File: src/rtl/mc_control_fsm.sv
// RV32I multi-cycle main control FSM.
// Sequences fetch/decode/execute/memory/writeback and drives datapath controls.
module mc_control_fsm #(
    parameter logic MEM_HANDSHAKE = 1'b1,
    parameter logic EXT_OPS       = 1'b1,
    parameter logic TRAP_EN       = 1'b1
) (
    input  logic       clk,
    input  logic       rst_n,
    input  logic [6:0] op,
    input  logic       zero,
    input  logic       mem_ready,
    output logic       pc_write,
    output logic       adr_src,
    output logic       mem_write,
    output logic       ir_write,
    output logic       reg_write,
    output logic [1:0] result_src,
    output logic [1:0] alu_src_a,
    output logic [1:0] alu_src_b,
    output logic [1:0] alu_op,
    output logic [2:0] imm_src,
    output logic       illegal,
    output logic       instr_done
);

    localparam logic [6:0] OP_LW    = 7'b0000011;
    localparam logic [6:0] OP_SW    = 7'b0100011;
    localparam logic [6:0] OP_R     = 7'b0110011;
    localparam logic [6:0] OP_I     = 7'b0010011;
    localparam logic [6:0] OP_BEQ   = 7'b1100011;
    localparam logic [6:0] OP_JAL   = 7'b1101111;
    localparam logic [6:0] OP_JALR  = 7'b1100111;
    localparam logic [6:0] OP_LUI   = 7'b0110111;
    localparam logic [6:0] OP_AUIPC = 7'b0010111;

    typedef enum logic [3:0] {
        S_FETCH, S_DECODE, S_MEMADR, S_MEMREAD, S_MEMWB, S_MEMWRITE,
        S_EXECR, S_EXECI, S_ALUWB, S_BEQ, S_JAL, S_JALR1, S_JALR2,
        S_LUI, S_AUIPC, S_TRAP
    } state_t;

    state_t r_state;
    state_t w_next;
    logic   w_ready;
    logic   w_pc_update;
    logic   w_branch;

    assign w_ready = MEM_HANDSHAKE ? mem_ready : 1'b1;

    always_ff @(posedge clk or negedge rst_n) begin
        if (!rst_n) r_state <= S_FETCH;
        else        r_state <= w_next;
    end

    always_comb begin
        imm_src = 3'b000;
        if (op == OP_SW)                             imm_src = 3'b001;
        else if (op == OP_BEQ)                       imm_src = 3'b010;
        else if (op == OP_JAL)                       imm_src = 3'b011;
        else if (EXT_OPS && (op == OP_LUI || op == OP_AUIPC)) imm_src = 3'b100;
    end

    always_comb begin
        w_next      = r_state;
        w_pc_update = 1'b0;
        w_branch    = 1'b0;
        adr_src     = 1'b0;
        mem_write   = 1'b0;
        ir_write    = 1'b0;
        reg_write   = 1'b0;
        result_src  = 2'b00;
        alu_src_a   = 2'b00;
        alu_src_b   = 2'b00;
        alu_op      = 2'b00;
        illegal     = 1'b0;
        case (r_state)
            S_FETCH: begin
                alu_src_b   = 2'b10;
                result_src  = 2'b10;
                ir_write    = w_ready;
                w_pc_update = w_ready;
                if (w_ready) w_next = S_DECODE;
            end
            S_DECODE: begin
                alu_src_a = 2'b01;
                alu_src_b = 2'b01;
                if (op == OP_LW || op == OP_SW)    w_next = S_MEMADR;
                else if (op == OP_R)               w_next = S_EXECR;
                else if (op == OP_I)               w_next = S_EXECI;
                else if (op == OP_BEQ)             w_next = S_BEQ;
                else if (op == OP_JAL)             w_next = S_JAL;
                else if (EXT_OPS && op == OP_JALR)  w_next = S_JALR1;
                else if (EXT_OPS && op == OP_LUI)   w_next = S_LUI;
                else if (EXT_OPS && op == OP_AUIPC) w_next = S_AUIPC;
                else w_next = TRAP_EN ? S_TRAP : S_FETCH;
            end
            S_MEMADR: begin
                alu_src_a = 2'b10;
                alu_src_b = 2'b01;
                w_next    = (op == OP_LW) ? S_MEMREAD : S_MEMWRITE;
            end
            S_MEMREAD: begin
                adr_src = 1'b1;
                if (w_ready) w_next = S_MEMWB;
            end
            S_MEMWB: begin
                result_src = 2'b01;
                reg_write  = 1'b1;
                w_next     = S_FETCH;
            end
            S_MEMWRITE: begin
                adr_src   = 1'b1;
                mem_write = 1'b1;
                if (w_ready) w_next = S_FETCH;
            end
            S_EXECR: begin
                alu_src_a = 2'b10;
                alu_op    = 2'b10;
                w_next    = S_ALUWB;
            end
            S_EXECI: begin
                alu_src_a = 2'b10;
                alu_src_b = 2'b01;
                alu_op    = 2'b10;
                w_next    = S_ALUWB;
            end
            S_ALUWB: begin
                reg_write = 1'b1;
                w_next    = S_FETCH;
            end
            S_BEQ: begin
                alu_src_a = 2'b10;
                alu_op    = 2'b01;
                w_branch  = 1'b1;
                w_next    = S_FETCH;
            end
            // JAL and JALR2 both load the PC and leave old_pc+4 in alu_out
            S_JAL, S_JALR2: begin
                w_pc_update = 1'b1;
                alu_src_a   = 2'b01;
                alu_src_b   = 2'b10;
                w_next      = S_ALUWB;
            end
            S_JALR1: begin
                alu_src_a = 2'b10;
                alu_src_b = 2'b01;
                w_next    = S_JALR2;
            end
            S_LUI: begin
                alu_src_a = 2'b11;
                alu_src_b = 2'b01;
                w_next    = S_ALUWB;
            end
            S_AUIPC: begin
                alu_src_a = 2'b01;
                alu_src_b = 2'b01;
                w_next    = S_ALUWB;
            end
            S_TRAP: begin
                illegal = 1'b1;
            end
            default: w_next = S_FETCH;
        endcase
    end

    assign pc_write   = w_pc_update | (w_branch & zero);
    assign instr_done = (w_next == S_FETCH) && (r_state != S_FETCH);

endmodule

File: config.mk
export PLATFORM = sky130hd
export DESIGN_NAME = mc_control_fsm
export DESIGN_NICKNAME = d
export VERILOG_FILES = /design/src/rtl/mc_control_fsm.sv
export SDC_FILE = /design/constraint.sdc
export NUM_CORES = 1
export LEC_CHECK = 0
export CAP_MARGIN = 20
export CORE_AREA = 2 2 45 47
export CTS_CLUSTER_DIAMETER = 60
export DETAILED_ROUTE_END_ITERATION = 10
export DIE_AREA = 0 0 47 49
export MAX_ROUTING_LAYER = met4
export PLACE_DENSITY = 0.73
export SLEW_MARGIN = 5
export SYNTH_ARGS = -nofsm -noshare
export SYNTH_HDL_FRONTEND = slang
export SYNTH_SLANG_ARGS = --single-unit
File: constraint.sdc
create_clock -name clk -period 2.6 [get_ports clk]
set_input_delay 0.78 -clock clk [delete_from_list [all_inputs] [get_ports clk]]
set_output_delay 0.78 -clock clk [all_outputs]
set_load 0.01 [all_outputs]
==> impl_metrics.yaml, run 1 <==
run_status:
  status: "complete, but fails checks"
  failed_checks: "setup timing"
setup_path:
  worst-path-buf-inv: 3
  start_kind: "input pin"
  cp.arrival_ns: 2.18
  critical_path_class: "in -> out"
  worst-r2r-setup-slack_ns: 0.85
  cp-end-kind: "output pin"
  timing.critical_path.cells: "buf_8 -> or3_4 -> buf_4 -> o31ai_2 -> nor2_1 -> nor4_2 -> buf_2"
  worst-path-stages: 7
  timing.critical_path.slowest_stage_cell: "or3_4"
  reg2reg_depth: 6
  cp_top_family: "simple AND/OR/NAND/NOR gates"
  crit_fanout: 3
  worst_ep_required_time_ns: 1.82
  max_stage_delay_ns: 0.37
logic_synthesis:
  share_of_the_yosys_chip_area_belonging_to_registers: 0.155
  synth.net_count: 102
  number_of_enable_type_register_cells_in_the_synthesized_netlist: 0
  post_synth_instance_area_sq_um: 644
  netlist_top_cells_count: "nor2_1, nand2_1, nor3_1"
  post-synth-top-area-cell: "dfrtp_1"
  postSynthRegisterBits: 4
  synthesis.yosys.warnings: 0
  yosysTopAreaCellShare: 0.155
  synth.lib_cells_used.distinct: 40
  post_synth_main_area_contributors: "dfrtp_1, nor3_1, nor2_1"
  post-synth-top-count-cell: "nor2_1"
  share_of_synthesized_registers_carrying_an_async_set_or_reset: 1.00
  synth-main-ff-cell: "dfrtp_1"
  syn_area_per_cell_sq_um: 7.08
  syn_inst: 91
placed_design:
  placed_cell_area_sq_um: 1120
  io_buffer_count: 28
  placed_cells_incl_taps: 166
  gpl_wtd_cong: 0.847
  post-dp-hpwl_microns: 1630
route:
  first_iter_violations: 18
  totalWireLength_microns: 2220
  route.detailed.drc: 0
  via_count: 907
  first_drt_pass_iteration_count: 4
  ant_nets: 0
  drt-wirelength-per-cell_microns: 12.3
  vias_per_cell: 5.04
clock_tree:
  cts.sink_count: 4
  cts.path.max_buffers: 2
  numCtsBuffers: 3
  clkSlewWorstSetupHoldPaths_ns: 0.04
  cts_tree: "yes"
  clock_latency_late_sink_ns: 0.24
  clock_tree.root_cell: "clkbuf_4"
  cts_htree_levels: 1
  cts-hold-fix-buffers: 0
floorplan:
  std_cell_rows: 16
  io_pins: 29
  std_cell_core_area_sq_um: 1840
  initial_core_util: 0.350
  die_width_microns: 47
  die-height_microns: 49
  die_area_sq_um: 2300
sta:
  final_critical_path_setup_slack_ns: -0.365
  period_share: 1.14
  final.setup_skew_ns: 0.00171
  rsz0062_at_grt: "yes"
  final-max-slew-violation-count: 0
  max_freq_ghz: 0.337
  hold-worst-slack_ns: 0.687
  worstMarginPinSlew_ns: 0.425
  relSlewSlack: 0.716
  final.min_clock_period_ns: 2.96
  setup_viol: 2
  timing_hold_violations_final: 0
  setup-tns-final_ns: -0.671
global_route:
  grt_util_all_layers: 0.208
  global_route.overflow_total: 0
  grt_start_max_net_pins: 10
  grt_pass1_wl_microns: 3470
  antenna_found_initial: 0
  vias_in_the_first_global_route: 890
pwr:
  power.total_mw: 1.18
  power.combinational.fraction: 0.820
  pwr-share-clk: 0.066
  power.static_leakage_nw: 0.621
  power.density_nw_per_um2: 918
  max-vdd-ir-drop_v: 0.000488
  power.net_switching_uw: 505
  switching_share_of_power: 0.429
  power.sequential.fraction: 0.114
  cellInternalPower_uw: 672
job:
  max_cap_viol_count: 0
hold_path:
  hold_path_class: "reg -> reg"
  worst_hold_path.num_cells: 3
layout:
  antenna_cells: 0
  largest_register: "r_state"
  final_design_area_excluding_fillers_sq_um: 1280
  drive_gt1_frac: 0.438
  fin_cells: 180
  design.final.nets: 166
  largest_registers: "r_state: 4 flops"
  area_growth_from_synthesis_to_final_layout_pct: 99.0
  largest_register_ff_count: 4
-- power groups by stage --
stage,Sequential [mW],Combinational [mW],Clock (mW)
after global routing,0.140,1.05,0.0837
after global placement,0.146,0.855,0
after detailed placement,0.146,0.875,0
after CTS,0.133,0.940,0.0795
final,0.134,0.965,0.0778
after floorplan,0.115,0.445,0
-- kinds of logic after synthesis --
family,count (synthesis),share of synthesized area
compound gates,21,0.219
xor+xnor,3,0.0408
buf+inv,9,0.0699
flops,4,0.155
mux,1,0.0175
simple gates,53,0.497
-- metrics by stage --
stage	setup WS, ns	utilization
after detailed placement	-1.12	0.608
after global routing	-0.428	0.696
after global placement	-1.09	0.608
after CTS	-0.330	0.663
after floorplan	-0.119	-
final	-0.365	0.696
-- tightest hold or removal path: stages (launching register included) --
cell,delay [ns]
dfrtp_2,0.41
nor4b_2,0.09
o31ai_2,0.07
o21ai_1,0.07
-- layer usage --
metal	wire (microns)	global-route usage
met1	851	0.194
met2	1240	0.381
met3	95	0.0259
met4	37	0.116
met5	0	-
-- placed cells by master (no fill, tap or decap), drive strengths merged, types with 2 or more instances in the layout --
cell,instances
dfrtp,4
o21ai,6
and3b,2
nand2b,4
nor2b,2
xor2,2
or3,3
nor3,6
nor4,4
nand2,7
clkbuf,3
and3,2
buf,44
inv,3
a21oi,5
dlygate4sd2,6
and2,4
nor2,8
nand3,5
clkdlybuf4s50,9
clkdlybuf4s15,3
nor4b,2
dlymetal6s2s,3
-- final timing paths --
path,from,endpoint
max,op[2],instr_done
min,r_state[1],r_state[0]
max reg2reg,r_state[2],r_state[1]
min reg2reg,r_state[1],r_state[0]
max in group asynchronous,rst_n,r_state[2]
min in group asynchronous,rst_n,r_state[0]
-- cell type report --
cell class	count	area (sq um)
tap	27	33.8
inverter	3	11.3
sequential	4	105
clock buffer	3	22.5
multi-input combinational	78	568
timing repair buffer	65	542
fill	175	559
-- timing repair --
| item | CTS | global route |
|---|---|---|
| gates resized for setup | 53 | 11 |
| setup endpoints to repair | 11 | 7 |
| pin swaps | 8 | 4 |
| buffers inserted | 7 | 4 |
Power figures use the tool's default switching activity.
==> inputs of run 2 (changes only) <==
--- a/config.mk
+++ b/config.mk
@@ -6,12 +6,13 @@
 export NUM_CORES = 1
 export LEC_CHECK = 0
 export CAP_MARGIN = 20
-export CORE_AREA = 2 2 45 47
+export CORE_AREA = 2 2 41 52
 export CTS_CLUSTER_DIAMETER = 60
 export DETAILED_ROUTE_END_ITERATION = 10
-export DIE_AREA = 0 0 47 49
+export DIE_AREA = 0 0 43 54
 export MAX_ROUTING_LAYER = met4
-export PLACE_DENSITY = 0.73
+export PLACE_DENSITY = 0.72
+export SKIP_CTS_REPAIR_TIMING = 1
 export SLEW_MARGIN = 5
 export SYNTH_ARGS = -nofsm -noshare
 export SYNTH_HDL_FRONTEND = slang
==> impl_metrics.yaml, run 2 (synthesized netlist as in run 1, its figures left out) <==
setup_path:
  crit_fanout: 3
  cp.arrival_ns: 2.15
  critical_path_class: "in -> out"
  cp_top_family: "simple AND/OR/NAND/NOR gates"
  worst_ep_required_time_ns: 1.82
  max_stage_delay_ns: 0.36
  timing.critical_path.slowest_stage_cell: "o41ai_2"
  timing.rr.end: "r_state[1]"
  rr_startpoint: "r_state[1]"
  reg2reg_depth: 6
  worst-path-buf-inv: 2
  timing.critical_path.cells: "buf_4 -> nand4b_1 -> o41ai_2 -> o211ai_1 -> nor4_2 -> buf_2"
  cp-end-kind: "output pin"
  start_kind: "input pin"
  worst-r2r-setup-slack_ns: 0.93
layout:
  design.final.nets: 160
  drive_gt1_frac: 0.388
  multiInputGateArea_sq_um: 571
  fill_cells: 166
  largest_register_ff_count: 4
  layout_commonest_cell: "buf_4"
  mostFrequentLayoutCells: "buf_4, dlymetal6s2s_1, clkdlybuf4s50_1, nor2_1, nand2_1"
  largest_register: "r_state"
  largest_registers: "r_state: 4 flops"
  antenna_cells: 0
  area_growth_from_synthesis_to_final_layout_pct: 94.4
  ff_latch_area_sq_um: 104
floorplan:
  io_pins: 29
  std_cell_rows: 18
  die_width_microns: 43
  std_cell_core_area_sq_um: 1890
  die-height_microns: 54
  die_area_sq_um: 2320
  initial_core_util: 0.341
global_route:
  antenna_found_initial: 0
  global_route.overflow_total: 0
  grt_util_all_layers: 0.185
  vias_in_the_first_global_route: 836
  grt_pass1_wl_microns: 3300
  grt_start_max_net_pins: 9
sta:
  final-max-slew-violation-count: 0
  final_critical_path_setup_slack_ns: -0.335
  timing_hold_violations_final: 0
  relSlewSlack: 0.751
  worstMarginPinSlew_ns: 0.368
  period_share: 1.13
  setup_viol: 1
  final.min_clock_period_ns: 2.93
  rsz0062_at_grt: "yes"
  final.setup_skew_ns: 0.000947
  hold-worst-slack_ns: 0.750
  max_freq_ghz: 0.341
  setup-tns-final_ns: -0.335
placed_design:
  worst_case_setup_slack_after_placement_ns: -1.08
  io_buffer_count: 28
  gpl_wtd_cong: 0.888
  post-dp-hpwl_microns: 1710
pwr:
  power.density_nw_per_um2: 946
  power.static_leakage_nw: 0.682
  max-vdd-ir-drop_v: 0.000420
  power.total_mw: 1.18
clock_tree:
  clock_latency_late_sink_ns: 0.22
  cts.sink_count: 4
  cts_tree: "yes"
  clock_tree.root_cell: "clkbuf_4"
  cts_htree_levels: 1
  cts.path.max_buffers: 2
  numCtsBuffers: 3
  clkSlewWorstSetupHoldPaths_ns: 0.03
run_status:
  status: "complete, but fails checks"
  failed_checks: "setup timing"
route:
  via_count: 894
  totalWireLength_microns: 2270
  vias_per_cell: 5.35
  drt-wirelength-per-cell_microns: 13.6
  route.detailed.drc: 0
  first_drt_pass_iteration_count: 4
  first_iter_violations: 23
  ant_nets: 0
hold_path:
  hold_path_class: "in -> async"
job:
  max_cap_viol_count: 0
[run 2: cell types whose count changed in the layout (fill, tap and decap cells not counted), moves of 2 or more]
cell / before / now
buf_2: 5 / 2
clkdlybuf4s15_2: 2 / 0
dlymetal6s2s_1: 3 / 11
dlygate4sd2_1: 6 / 0
clkbuf_2: 0 / 3
buf_4: 37 / 32
[run 2: how the worst max path moves through the flow]
stage / start / endpoint / slack [ns] / cells past startpoint
after floorplan: op[2] / instr_done / -0.12 / 5
after global placement: op[4] / instr_done / -1.06 / 6
after detailed placement: op[4] / instr_done / -1.08 / 6
after CTS: op[4] / instr_done / -1.10 / 6
after global routing: op[6] / instr_done / -0.35 / 6
final: op[4] / instr_done / -0.33 / 6
[run 2: per-stage QoR]
| stage | std cells | util | cell area (sq um) |
|---|---|---|---|
| floorplan | 91 | - | 644 |
| global placement | 159 | 0.587 | 1110 |
| detailed placement | 159 | 0.587 | 1110 |
| CTS | 162 | 0.599 | 1130 |
| global route | 167 | 0.662 | 1250 |
| finish | 167 | 0.662 | 1250 |
[run 2: layer usage]
layer  GRT usage  share of wire
met1       0.180           0.38
met3      0.0201          0.052
met2       0.384           0.55
met5           -              0
met4      0.0505          0.019
[run 2: power by group]
part / leakage, nW / switching (mW) / total (mW) / internal, mW
clock: 0.0138 / 0.0203 / 0.0716 / 0.0513
combinational: 0.621 / 0.440 / 0.972 / 0.532
sequential: 0.0472 / 0.0476 / 0.141 / 0.0935
total: 0.682 / 0.508 / 1.18 / 0.677
[run 2: cell type report]
| class | count | area share |
|---|---|---|
| inverter | 3 | 0.00899 |
| tap | 20 | 0.0200 |
| clock buffer | 3 | 0.0180 |
| timing repair buffer | 59 | 0.415 |
| multi-input combinational | 78 | 0.456 |
| sequential | 4 | 0.0829 |
